File: config.mk
export PLATFORM = sky130hd
export DESIGN_NAME = fetch_unit
export DESIGN_NICKNAME = d
export VERILOG_FILES = /design/src/rtl/fetch_unit.sv
export SDC_FILE = /design/constraint.sdc
export NUM_CORES = 1
export LEC_CHECK = 0
export CAP_MARGIN = 20
export CORE_AREA = 2 2 107 109
export CTS_BUF_LIST = sky130_fd_sc_hd__clkbuf_4
export DETAILED_ROUTE_END_ITERATION = 10
export DIE_AREA = 0 0 109 111
export HOLD_SLACK_MARGIN = 0.1
export PLACE_DENSITY = 0.86
export SYNTH_ARGS = -nofsm -noshare
export SYNTH_HDL_FRONTEND = slang
export SYNTH_SLANG_ARGS = --single-unit
File: constraint.sdc
create_clock -name clk -period 5.2 [get_ports clk]
set_input_delay 1.56 -clock clk [delete_from_list [all_inputs] [get_ports clk]]
set_output_delay 1.56 -clock clk [all_outputs]
set_load 0.01 [all_outputs]
File: src/rtl/fetch_unit.sv
// Fetch stage: sequential PC generation, single-outstanding imem reads,
// and pushes of {pc, next_pc, instruction} into the instruction buffer.
module fetch_unit #(
   parameter logic [31:0] RESET_PC = 32'h8000_0000
) (
   input  logic        clk,
   input  logic        reset,
   input  logic        redirect_valid,
   input  logic [31:0] redirect_pc,
   output logic        imem_req_valid,
   input  logic        imem_req_ready,
   output logic [31:0] imem_req_addr,
   input  logic        imem_resp_valid,
   input  logic [31:0] imem_resp_data,
   input  logic        ins_full,
   output logic        wr_en,
   output logic [31:0] pc_out,
   output logic [31:0] next_pc_out,
   output logic [31:0] instruction_out,
   output logic        ins_flush
);

   typedef enum logic [1:0] {
      S_REQ,
      S_WAIT,
      S_PUSH,
      S_DISCARD
   } state_t;

   state_t      state;
   state_t      state_nxt;
   logic [31:0] fetch_pc;
   logic [31:0] fetch_pc_nxt;
   logic [31:0] hold_pc;
   logic [31:0] hold_pc_nxt;
   logic [31:0] hold_instr;
   logic [31:0] hold_instr_nxt;
   logic        req_hs;

   assign ins_flush     = redirect_valid;
   assign imem_req_addr = fetch_pc;
   assign req_hs        = imem_req_valid && imem_req_ready;

   assign pc_out          = reset ? 32'h0 : hold_pc;
   assign next_pc_out     = reset ? 32'h0 : hold_pc + 32'd4;
   assign instruction_out = reset ? 32'h0 : hold_instr;

   always_comb begin
      state_nxt      = state;
      fetch_pc_nxt   = fetch_pc;
      hold_pc_nxt    = hold_pc;
      hold_instr_nxt = hold_instr;
      imem_req_valid = 1'b0;
      wr_en          = 1'b0;
      if (!reset) begin
         unique case (state)
            S_REQ: begin
               imem_req_valid = 1'b1;
               if (req_hs) state_nxt = S_WAIT;
            end
            S_WAIT: begin
               if (imem_resp_valid) begin
                  hold_pc_nxt    = fetch_pc;
                  hold_instr_nxt = imem_resp_data;
                  state_nxt      = S_PUSH;
               end
            end
            S_PUSH: begin
               if (!ins_full && !redirect_valid) begin
                  wr_en        = 1'b1;
                  fetch_pc_nxt = fetch_pc + 32'd4;
                  state_nxt    = S_REQ;
               end
            end
            S_DISCARD: begin
               if (imem_resp_valid) state_nxt = S_REQ;
            end
            default: state_nxt = S_REQ;
         endcase
         // A redirect overrides everything; an accepted or pending
         // request leaves one stale response that must be drained.
         if (redirect_valid) begin
            fetch_pc_nxt   = {redirect_pc[31:2], 2'b00};
            hold_pc_nxt    = 32'h0;
            hold_instr_nxt = 32'h0;
            unique case (state)
               S_REQ:     state_nxt = req_hs ? S_DISCARD : S_REQ;
               S_WAIT:    state_nxt = imem_resp_valid ? S_REQ : S_DISCARD;
               S_PUSH:    state_nxt = S_REQ;
               S_DISCARD: state_nxt = imem_resp_valid ? S_REQ : S_DISCARD;
               default:   state_nxt = S_REQ;
            endcase
         end
      end
   end

   always_ff @(posedge clk) begin
      if (reset) begin
         state      <= S_REQ;
         fetch_pc   <= RESET_PC;
         hold_pc    <= 32'h0;
         hold_instr <= 32'h0;
      end else begin
         state      <= state_nxt;
         fetch_pc   <= fetch_pc_nxt;
         hold_pc    <= hold_pc_nxt;
         hold_instr <= hold_instr_nxt;
      end
   end

endmodule

==> out/qor.csv <==
metric,value,unit
Initial Util,0.470,
pin count of the biggest net entering global routing,54,
most frequent cells in the layout,"clkdlybuf4s50_1, nand2_1, dfxtp_1, a21oi_1, nor2_1",
Design Power,1.35,mW
"Cell Count, Final, Fillers Out",1008,
number of synthesized flops with an enable pin,0,
drt drc,0,
area of the core,11100,um^2
grt ovf,0,
post-CTS sizing,0,
Post-CTS Hold Buffers,0,
"most common cell after layout, fill and taps aside",clkdlybuf4s50_1,
crit share post-route,0.928,
Fill cells,949,
Post-CTS Setup Inserts,0,
Max Fclk,207,MHz
mapped cell area,5210,um^2
uppermost routed layer,met4,
CP Launch Type,primary input,
Routed Antenna Nets,0,
CP cell instances,clkdlybuf4s50_1 > nor3b_4 > nor3b_1 > clkdlybuf4s50_1,
CTS root buffer,clkbuf_4,
wire per inst,15.0,um
Final Max Tran Viols,0,
"Seq/Total Area, Yosys",0.361,
die width,109,um
clk slew on worst S/H paths,0.15,ns
wire length on met1,6590,um
GR Util All Layers,0.248,
crit-path leading delay family,buffers and inverters,
number of buffers created by CTS,9,
worst hold slack,0.459,ns
worst-margin pin slew,0.970,ns
vias in the first global route,4790,
ant diodes,0,
vias per cell,5.27,
endpoints failing setup,0,
Worst-Skew Late Latency,0.43,ns
hold crit path type,flop to flop,
H-tree depth,3,
Setup Skew,0.0129,ns
DR vias,5316,
setup tns final,0,ns
die height,111,um
first-pass GRT wire length,24200,um
Critical Path End Type,output port,
# IOs,201,
Syn Inst Count,697,
async set-or-reset flop fraction in the synthesized netlist,0,
met3 wire len,955,um
relative slew slack,0.353,
PwrDens,186,nW/um^2
gpl congestion,0.838,
Yosys warnings,0,
final net count,932,
run status,completed,
cell row count,39,
Yosys cell types,50,
Mapped Avg Cell Area,7.47,um^2
final hold vios,0,
LEAKAGE,2.31,nW
DP HPWL,11000,um
CP Data Required Time,3.64,ns
Crit Path Class,primary input to output port,
Worst EP arrival,3.27,ns
met2 WL,7350,um
CP peak stage delay,0.62,ns
CTS Sinks,94,
CTS tree,yes,
DR pass1 iterations,5,
#FFs+latches synth,94,
RSZ-0062 raised after global routing,false,
"Top FF cell, synth",dfxtp_1,
VDD IR max,0.106,mV
worst-path maximum fanout,3,
I/O Buffers,192,
CP max-delay cell,clkdlybuf4s50_1,
clk buf depth,2,
DIE AREA,12100,um^2
Layout area overhead,39.4,%
critical path buffer and inverter count,2,
placed insts,992,
Final min period,4.83,ns
starting DRC count in detailed routing,268,
drt total wl,15100,um
share of layout cells above drive strength 1,0.0636,
initial antenna violation count,0,
cell mode on critical path,clkdlybuf4s50_1,
max cap viols,0,
-- metal layers --
metal | global-route usage | vias to the layer above
met4 | 0.0752 | 0
met1 | 0.325 | 2467
met3 | 0.0412 | 20
li1 | - | 2645
met2 | 0.415 | 184
met5 | 0 | -
-- worst reg2reg max path: stages, from the launching register on --
cell,delay [ns]
dfxtp_1,0.56
nand4_4,0.18
nor4_4,0.77
nand4_1,0.21
xor2_1,0.20
a211oi_2,0.21
-- path summary, 6_finish.rpt --
kind / cells past startpoint / startpoint / endpoint / slack [ns]
worst max-delay path: 4 / ins_full / wr_en / 0.37
worst min register to register: 2 / hold_instr[30] / hold_instr[30] / 0.46
worst max register to register: 5 / imem_req_addr[4] / imem_req_addr[28] / 2.99
worst min-delay path: 2 / hold_instr[30] / hold_instr[30] / 0.46
-- cell type report --
| type | count | area, um^2 | area share |
|---|---|---|---|
| Multi-Input combinational cell | 544 | 3050 | 0.420 |
| Sequential cell | 94 | 1880 | 0.259 |
| Timing Repair Buffer | 203 | 2000 | 0.276 |
| Clock buffer | 9 | 67.6 | 0.00931 |
| Tap cell | 143 | 179 | 0.0247 |
| Inverter | 8 | 30.0 | 0.00414 |
| Clock inverter | 7 | 50.0 | 0.00690 |
-- power breakdown --
part	leakage, nW	internal, mW	switching, mW
Clock	0.0583	0.0992	0.256
Combinational	1.49	0.113	0.101
Sequential	0.765	0.742	0.0368
-- metrics by stage --
stage / instance area (um^2) / setup WS (ns) / util
2_1_floorplan: 5230 / 1.27 / -
3_3_place_gp: 7140 / 0.335 / 0.644
3_5_place_dp: 7140 / 0.333 / 0.644
4_1_cts: 7260 / 0.330 / 0.655
5_1_grt: 7260 / 0.312 / 0.655
6_report: 7260 / 0.375 / 0.655
-- logic make-up after synthesis --
kind of cell | Yosys count | share of synthesized area
AO/OA/AOI/OAI | 107 | 0.120
adder cells (fa/ha/maj) | 2 | 0.00481
buffers and inverters | 64 | 0.0586
other | 1 | 0.000720
flip-flops | 94 | 0.361
XOR/XNOR | 49 | 0.0824
AND/OR/NAND/NOR | 377 | 0.366
multiplexers | 3 | 0.00601
-- sequential cells by signal (all words and copies together), names as in the netlist --
signal and cells:
state 2, imem_req_addr 30, hold_pc 30, hold_instr 32
-- synthesized netlist by cell type (12+ instances only) --
master | count | area [um^2]
a211oi_1 | 15 | 113
nand3_1 | 19 | 95.1
xnor2_1 | 27 | 236
nor2_1 | 74 | 278
nor2b_1 | 57 | 357
nand4_1 | 25 | 156
nor3_1 | 12 | 60.1
nand2_1 | 148 | 556
clkbuf_1 | 36 | 135
a21oi_1 | 77 | 385
xor2_1 | 22 | 193
dfxtp_1 | 94 | 1880
Power figures use the tool's default switching activity.
